`src/rtl/switch_input_pkg.sv`:
```
// Shared types and constants for the IN-instruction input port.
package switch_input_pkg;

    localparam int DEFAULT_DATA_W = 16;

    typedef enum logic [1:0] {
        IDLE,
        ARMED,
        HOLD,
        RELEASE
    } state_t;

endpackage

```
`src/rtl/switch_input_port_debounce_filter.sv`:
```
// Push-button synchronizer and debounce filter; produces the debounced level
// (active-high pressed) and a one-cycle pulse on each accepted press.
module debounce_filter #(
    parameter int DEBOUNCE_CYCLES = 50000
) (
    input  logic AutoClock,
    input  logic n_reset,
    input  logic btn_raw,
    output logic btn_level,
    output logic press_evt
);

    localparam int CNT_W = $clog2(DEBOUNCE_CYCLES);
    localparam logic [CNT_W-1:0] CNT_LAST = CNT_W'(DEBOUNCE_CYCLES - 1);

    logic             sync1;
    logic             sync2;
    logic             stable;
    logic             stable_d;
    logic [CNT_W-1:0] cnt;

    // Raw button is active-low, so every stage resets to the released level (1).
    always_ff @(posedge AutoClock or negedge n_reset) begin
        if (!n_reset) begin
            sync1    <= 1'b1;
            sync2    <= 1'b1;
            stable   <= 1'b1;
            stable_d <= 1'b1;
            cnt      <= '0;
        end else begin
            sync1    <= btn_raw;
            sync2    <= sync1;
            stable_d <= stable;
            if (sync2 == stable) begin
                cnt <= '0;
            end else if (cnt == CNT_LAST) begin
                stable <= sync2;
                cnt    <= '0;
            end else begin
                cnt <= cnt + 1'b1;
            end
        end
    end

    assign btn_level = ~stable;
    assign press_evt = stable_d & ~stable;

endmodule

```
`src/rtl/switch_input_port.sv`:
```
// Input port for the IN instruction: waits for a fresh debounced press, captures
// the switches and stalls the core until the word is acked. Option: SWITCH_INPUT_SYNC_EN.
module switch_input_port
    import switch_input_pkg::*;
#(
    parameter int DEBOUNCE_CYCLES = 50000,
    parameter int DATA_W          = DEFAULT_DATA_W
) (
    input  logic              AutoClock,
    input  logic              n_reset,
    input  logic              Button,
    input  logic [DATA_W-1:0] Switches,
    input  logic              in_req,
    input  logic              in_ack,
    output logic [DATA_W-1:0] in_data,
    output logic              in_valid,
    output logic              stall,
    output logic              btn_level
);

    state_t            state;
    state_t            state_nxt;
    logic              press_evt;
    logic              capture;
    logic              drop;
    logic [DATA_W-1:0] sw_cap;

    debounce_filter #(
        .DEBOUNCE_CYCLES(DEBOUNCE_CYCLES)
    ) u_debounce (
        .AutoClock(AutoClock),
        .n_reset  (n_reset),
        .btn_raw  (Button),
        .btn_level(btn_level),
        .press_evt(press_evt)
    );

`ifdef SWITCH_INPUT_SYNC_EN
    logic [DATA_W-1:0] sw_s1;
    logic [DATA_W-1:0] sw_s2;

    always_ff @(posedge AutoClock or negedge n_reset) begin
        if (!n_reset) begin
            sw_s1 <= '0;
            sw_s2 <= '0;
        end else begin
            sw_s1 <= Switches;
            sw_s2 <= sw_s1;
        end
    end

    assign sw_cap = sw_s2;
`else
    // Switches are held static by the operator, so direct sampling is safe.
    assign sw_cap = Switches;
`endif

    always_ff @(posedge AutoClock or negedge n_reset) begin
        if (!n_reset) begin
            state <= IDLE;
        end else begin
            state <= state_nxt;
        end
    end

    always_comb begin
        state_nxt = state;
        capture   = 1'b0;
        drop      = 1'b0;
        stall     = 1'b0;
        case (state)
            IDLE: begin
                // A press already in progress must be released before it counts.
                if (in_req) begin
                    state_nxt = btn_level ? RELEASE : ARMED;
                end
            end
            ARMED: begin
                stall = 1'b1;
                if (press_evt) begin
                    state_nxt = HOLD;
                    capture   = 1'b1;
                end else if (!in_req) begin
                    state_nxt = IDLE;
                end
            end
            HOLD: begin
                stall = ~in_ack;
                if (in_ack || !in_req) begin
                    state_nxt = RELEASE;
                    drop      = 1'b1;
                end
            end
            RELEASE: begin
                if (!btn_level) begin
                    state_nxt = IDLE;
                end
            end
            default: state_nxt = IDLE;
        endcase
    end

    always_ff @(posedge AutoClock or negedge n_reset) begin
        if (!n_reset) begin
            in_data  <= '0;
            in_valid <= 1'b0;
        end else if (capture) begin
            in_data  <= sw_cap;
            in_valid <= 1'b1;
        end else if (drop) begin
            in_valid <= 1'b0;
        end
    end

endmodule

```
`config.mk`:
```
export PLATFORM = sky130hd
export DESIGN_NAME = switch_input_port
export DESIGN_NICKNAME = d
export VERILOG_FILES = /design/src/rtl/switch_input_pkg.sv /design/src/rtl/switch_input_port_debounce_filter.sv /design/src/rtl/switch_input_port.sv
export SDC_FILE = /design/constraint.sdc
export NUM_CORES = 1
export LEC_CHECK = 0
export BUFFER_PORTS_ARGS = -buffer_cell sky130_fd_sc_hd__buf_2
export CORE_MARGIN = 2
export CORE_UTILIZATION = 48
export DETAILED_ROUTE_END_ITERATION = 10
export GPL_TIMING_DRIVEN = 0
export PLACE_DENSITY = 0.75
export REMOVE_ABC_BUFFERS = 1
export SLEW_MARGIN = 20
export SYNTH_ARGS = -nofsm -noshare
export SYNTH_HDL_FRONTEND = slang
export SYNTH_HIERARCHICAL = 1
export SYNTH_SLANG_ARGS = --single-unit
```
`constraint.sdc`:
```
create_clock -name AutoClock -period 1.9 [get_ports AutoClock]
set_input_delay 0.38 -clock AutoClock [delete_from_list [all_inputs] [get_ports AutoClock]]
set_output_delay 0.38 -clock AutoClock [all_outputs]
set_load 0.05 [all_outputs]
```
# After elaboration in Yosys (flattened, before gate mapping)
# Cells that the tools add are included.
[word_totals]
input_bits = 21
output_inout_bits = 19
register_bits = 39
word_cells = 44
[classes]
bitwise = 4
addsub = 1
reduce_logical = 6
mux = 16
eq_ne = 9
[op_table]
columns = ["cell", "count"]
rows = [
  ["two-way mux 16 bit", 2],
  ["adder 16 x 1 -> 16 bit, second input constant", 1],
  ["== test 16 bit, second input constant", 1],
  ["two-way mux 2 bit", 6],
  ["case mux 2 bit (4 select lines)", 1],
  ["two-way mux 1 bit", 6],
  ["== test 2 bit, second input constant", 2],
  ["inequality test 2 bit, second input constant", 2],
  ["AND reduction 4 bit", 1],
  ["inequality test 3 bit, second input constant", 1],
  ["inverter 1 bit", 3],
  ["== test 2 x 1 -> 1 bit, second input constant", 1],
  ["zero test 2 bit", 1],
  ["inequality test 2 x 1 -> 1 bit, second input constant", 1],
  ["case mux 1 bit (2 select lines)", 1],
  ["AND reduction 2 bit", 1],
  ["nonzero test 2 bit", 1],
  ["AND 1 bit", 1],
  ["== test 1 bit", 1],
  ["zero test 1 bit", 1],
  ["logical OR 1 bit", 1],
]

# Depth between registers and ports, before layout
[logic_depth]
ltp_word = 6
ltp_mapped = 6
depth_no_buf = 5

# Modules after synthesis
# The synthesis kept the hierarchy.
[by_module_without_submodules]
columns = ["module", "instances", "area_per_inst_um2", "seq_area_each_um2", "cells_per_inst"]
rows = [
  ["debounce_filter", 1, 950.9, 505.5, 89],
  ["switch_input_port", 1, 893.4, 475.5, 59],
]

# Worst setup path before layout
# OpenSTA, ideal clock, no wires.
[synth_path]
path_type = "flip-flop to flip-flop"
startpoint = "register u_debounce.cnt[10]"
endpoint = "register u_debounce.cnt[14]"
setup_slack_ps = 42
setup_ps = 119
n_path_buf = 1
t_arrival_ps = 1739
synth_period_minus_slack_ps = 1858
stages_incl_launch_ff = 6
t_required_ps = 1781
path_cell_list = "dfrtp_1 or4b_1 or4_4 nand2_4 buf_6 nor2_1"
[synth_between]
elab_chain_cells = 3
elab_cells_between_ends = 4
cone_classes = "add/sub: 1; eq/ne: 1; mux: 2"
[synth_lines]
columns = ["element", "line", "rtl"]
rows = [
  ["start, declared", "switch_input_port_debounce_filter.sv:20", "logic [CNT_W-1:0] cnt;"],
  ["start signal, assigned", "switch_input_port_debounce_filter.sv:40", "cnt <= cnt + 1'b1;"],
  ["adder 16 x 1 -> 16 bit or == test 16 bit (tied branches)", "switch_input_port_debounce_filter.sv:40, switch_input_port_debounce_filter.sv:36", ""],
  ["two-way mux 16 bit *", "switch_input_port_debounce_filter.sv:36", "end else if (cnt == CNT_LAST) begin"],
  ["two-way mux 16 bit *", "switch_input_port_debounce_filter.sv:34", "if (sync2 == stable) begin"],
]
# Mark *: on every way between the ends. The rest lies on a longest branch, timed or not.
# A chain may end at the register's enable or synchronous reset.

# Worst setup path in the final report
[layout_path]
startpoint = "register u_debounce.cnt[4]"
endpoint = "register u_debounce.stable"
[layout_between]
elab_chain_cells = 2
[layout_lines]
columns = ["element", "line", "rtl"]
rows = [
  ["== test 16 bit", "switch_input_port_debounce_filter.sv:36", ""],
  ["AND reduction 2 bit (no source line)", "--", ""],
  ["end signal, assigned", "switch_input_port_debounce_filter.sv:37", "stable <= sync2;"],
  ["end, declared", "switch_input_port_debounce_filter.sv:18", "logic stable;"],
]
# No other way between the ends.

==> impl_metrics.csv <==
group,metric,value,unit
outcome,outcome,"finished clean",
sta,setup_slack,33.5,ps
floorplan,core,0.00369,mm²
run,drv_cap,0,
power_and_ir_drop,power_density,894,mW/mm²
critical_path,cpPeakStageDelay,580,ps
critical_path,reg2reg_slack,30,ps
clock_tree,cts_buffer_depth,2,
placement,io_buffers,39,
drt,final_antenna_net_count,0,
cells_and_area,antenna_cells,0,
synth,netlist.area_leader.share,47.5,%
critical_path,crit_type,"reg2reg",
synth,ys_warn_count,6,
floorplan,dieArea,0.00435,mm²
global_route,grt_max_degree,40,
cells_and_area,layout-drive-gt1-share,42.4,%
global_route,antenna_found_initial,0,
clock_tree,cts_max_level,2,
power_and_ir_drop,ir_worst_vdd,0.592,mV
global_route,grt_pass1_vias,1290,
synth,synth_cells,148,
synth,synthFlopType,"dfrtp_1",
cells_and_area,fin_nets,224,
sta,slew_headroom,44.7,%
synth,ys_async_sr_fraction,100,%
global_route,grt_usage,17.6,%
clock_tree,cts-buffers-inserted,5,
critical_path,worstPathMaxFanout,3,
drt,firstDrtPassIters,4,
sta,fin_crit_sh,98.2,%
critical_path,reg2reg_to,"u_debounce/stable",
placement,gp_congestion,0.842,
clock_tree,clk_pin_slew_worst_paths,80,ps
cells_and_area,synthToLayoutAreaGrowth,20.2,%
drt,vias,1276,
synth,ys_seq_area_share,53.2,%
cells_and_area,final_cell_area,0.00222,mm²
clock_tree,cts.hold.buffers_added,0,
clock_tree,ctsRootBufferMaster,"clkbuf_8",
sta,setup_tns,0,ps
sta,setup_viol,0,
critical_path,critPathCaptureType,"register",
critical_path,cp-start-kind,"register",
clock_tree,numClockSinks,39,
floorplan,start_util,50.0,%
synth,ys_types,38,
sta,fin_skew,4.75,ps
floorplan,io_pins,40,
critical_path,rr_worst_depth,3,
clock_tree,cts_tree,"done",
sta,final_max_slew_viol_count,0,
drt,wl,3.45,mm
synth,ys_top_cells_by_area,"dfrtp_1 (47%), mux2_4 (9.0%), dfstp_2 (5.7%), ha_1 (4.1%), mux2_2 (3.7%)",
sta,final.min_clock_period,1870,ps
power_and_ir_drop,p_leak,1.05,nW
synth,yosysTopAreaCell,"dfrtp_1",
sta,rsz0062_at_grt,"yes",
sta,fmax,0.536,GHz
global_route,grt-ovfl-total,0,
critical_path,reg2reg_from,"u_debounce/cnt[4]",
sta,tightest_slew,830,ps
floorplan,die_h,66.0,µm
critical_path,crit_path_end,"u_debounce/stable",
global_route,grt_pass1_wl,5.73,mm
clock_tree,clock_latency,290,ps
worst_hold_path,hold_class,"in2async",
drt,via_per_inst,5.19,
placement,placed_area,0.00207,mm²
drt,drt-wirelength-per-cell,14.0,µm
synth,syn-cell-area,0.00184,mm²
floorplan,dieWidth,66.0,µm
critical_path,cp-startpoint,"u_debounce/cnt[4]",
cells_and_area,final_common_cell,"buf_2",
critical_path,crit_chain,"or3b_2 > or4_4 > mux2_4",
synth,synth_edf_count,0,
critical_path,required,2120,ps
synth,postSynthAreaPerCell,12.5,µm²
synth,synth-seq-cells,39,
cells_and_area,final_cell_mix,"buf_2 (38), dfrtp_1 (34), nor2_1 (17), mux2_4 (11)",
placement,pre_cts_ws,-27.9,ps
drt,drc_errors,0,
sta,hold_viol_final,0,
cells_and_area,fill_cells,306,
critical_path,arrival,2080,ps
placement,hpwl,2.43,mm
critical_path,cp_slowest_cell,"or4_4",
drt,drtIter0Drc,45,
floorplan,rows,22,
==> report_power, final <==
part	switching (W)	internal (W)	total [W]
Sequential	0.0000444	0.000881	0.000925
Clock	0.000285	0.000255	0.000539
Combinational	0.000303	0.000214	0.000517
Total	0.000632	0.00135	0.00198
==> worst min-delay path by stage <==
stage,start,endpoint,cells after the start
3_5_place_dp,u_debounce/sync1,u_debounce/sync2,0
4_1_cts,Button,u_debounce/sync1,1
6_report,n_reset,u_debounce/cnt[15],1
5_1_grt,Button,u_debounce/sync1,1
3_3_place_gp,u_debounce/sync1,u_debounce/sync2,0
2_1_floorplan,n_reset,in_data[0],0
==> stage by stage <==
stage	utilization, %	instances	hold slack (ps)	total power (W)
floorplan	-	145	84.4	0.00127
CTS	59.3	243	182	0.00196
detailed placement	56.2	232	347	0.00140
global placement	56.2	232	349	0.00136
global route	60.1	246	169	0.00209
finish	60.1	246	185	0.00198
==> cell families (layout without fill, tap and decap cells) <==
group | after synthesis | after routing | share of synthesized area (%)
flops | 39 | 39 | 53.2
compound gates | 6 | 6 | 2.17
mux | 19 | 19 | 13.8
xor+xnor | 14 | 14 | 6.65
buf+inv | 8 | 58 | 2.44
fa+ha+maj | 6 | 6 | 4.07
simple gates | 56 | 56 | 17.7
==> cell type report <==
class                   instances  area [µm²]  area share (%)
flip-flops and latches         39         982            44.3
multi-input cells             101         821            37.0
repair buffers                 45         246            11.1
clock buffers                   5        68.8            3.10
well taps                      48        60.1            2.71
clock inverters                 3        20.0           0.903
inverters                       5        18.8           0.846
==> cell usage after synthesis (4+ instances only) <==
cell type	number
xnor2_1	7
dfstp_2	4
dfrtp_1	35
nand2_1	5
mux2_4	11
xor2_1	7
inv_1	5
nor2_1	17
nand4_1	6
nand3_1	6
ha_1	6
mux2_2	6
==> critical path: cells and delay by family, from the launching register on <==
kind | cells | cell delay (ps)
and+or+nand+nor | 2 | 1060
DFF | 1 | 420
muxes | 1 | 310
==> repair_timing <==
item	4_1_cts	5_1_grt
pin swaps	1	0
endpoints found under the setup margin	17	17
resized for setup	3	2
buffers inserted	3	3
==> layer usage <==
| layer | vias to the layer above | track usage, % | part of all wire [%] |
|---|---|---|---|
| li1 | 609 | - | - |
| met3 | 6 | 5.11 | 3.5 |
| met2 | 25 | 30.3 | 53 |
| met1 | 636 | 20.6 | 42 |
| met4 | 0 | 7.14 | 1.5 |
| met5 | - | 0 | 0 |
==> flip-flops by register name, indices dropped and copies added, names as in the netlist <==
| signal | flops |
|---|---|
| u_debounce/sync2 | 1 |
| state | 2 |
| in_data | 16 |
| u_debounce/stable_d | 1 |
| u_debounce/sync1 | 1 |
| u_debounce/stable | 1 |
| in_valid | 1 |
| u_debounce/cnt | 16 |
No activity file was read; power rests on OpenSTA's default activity.
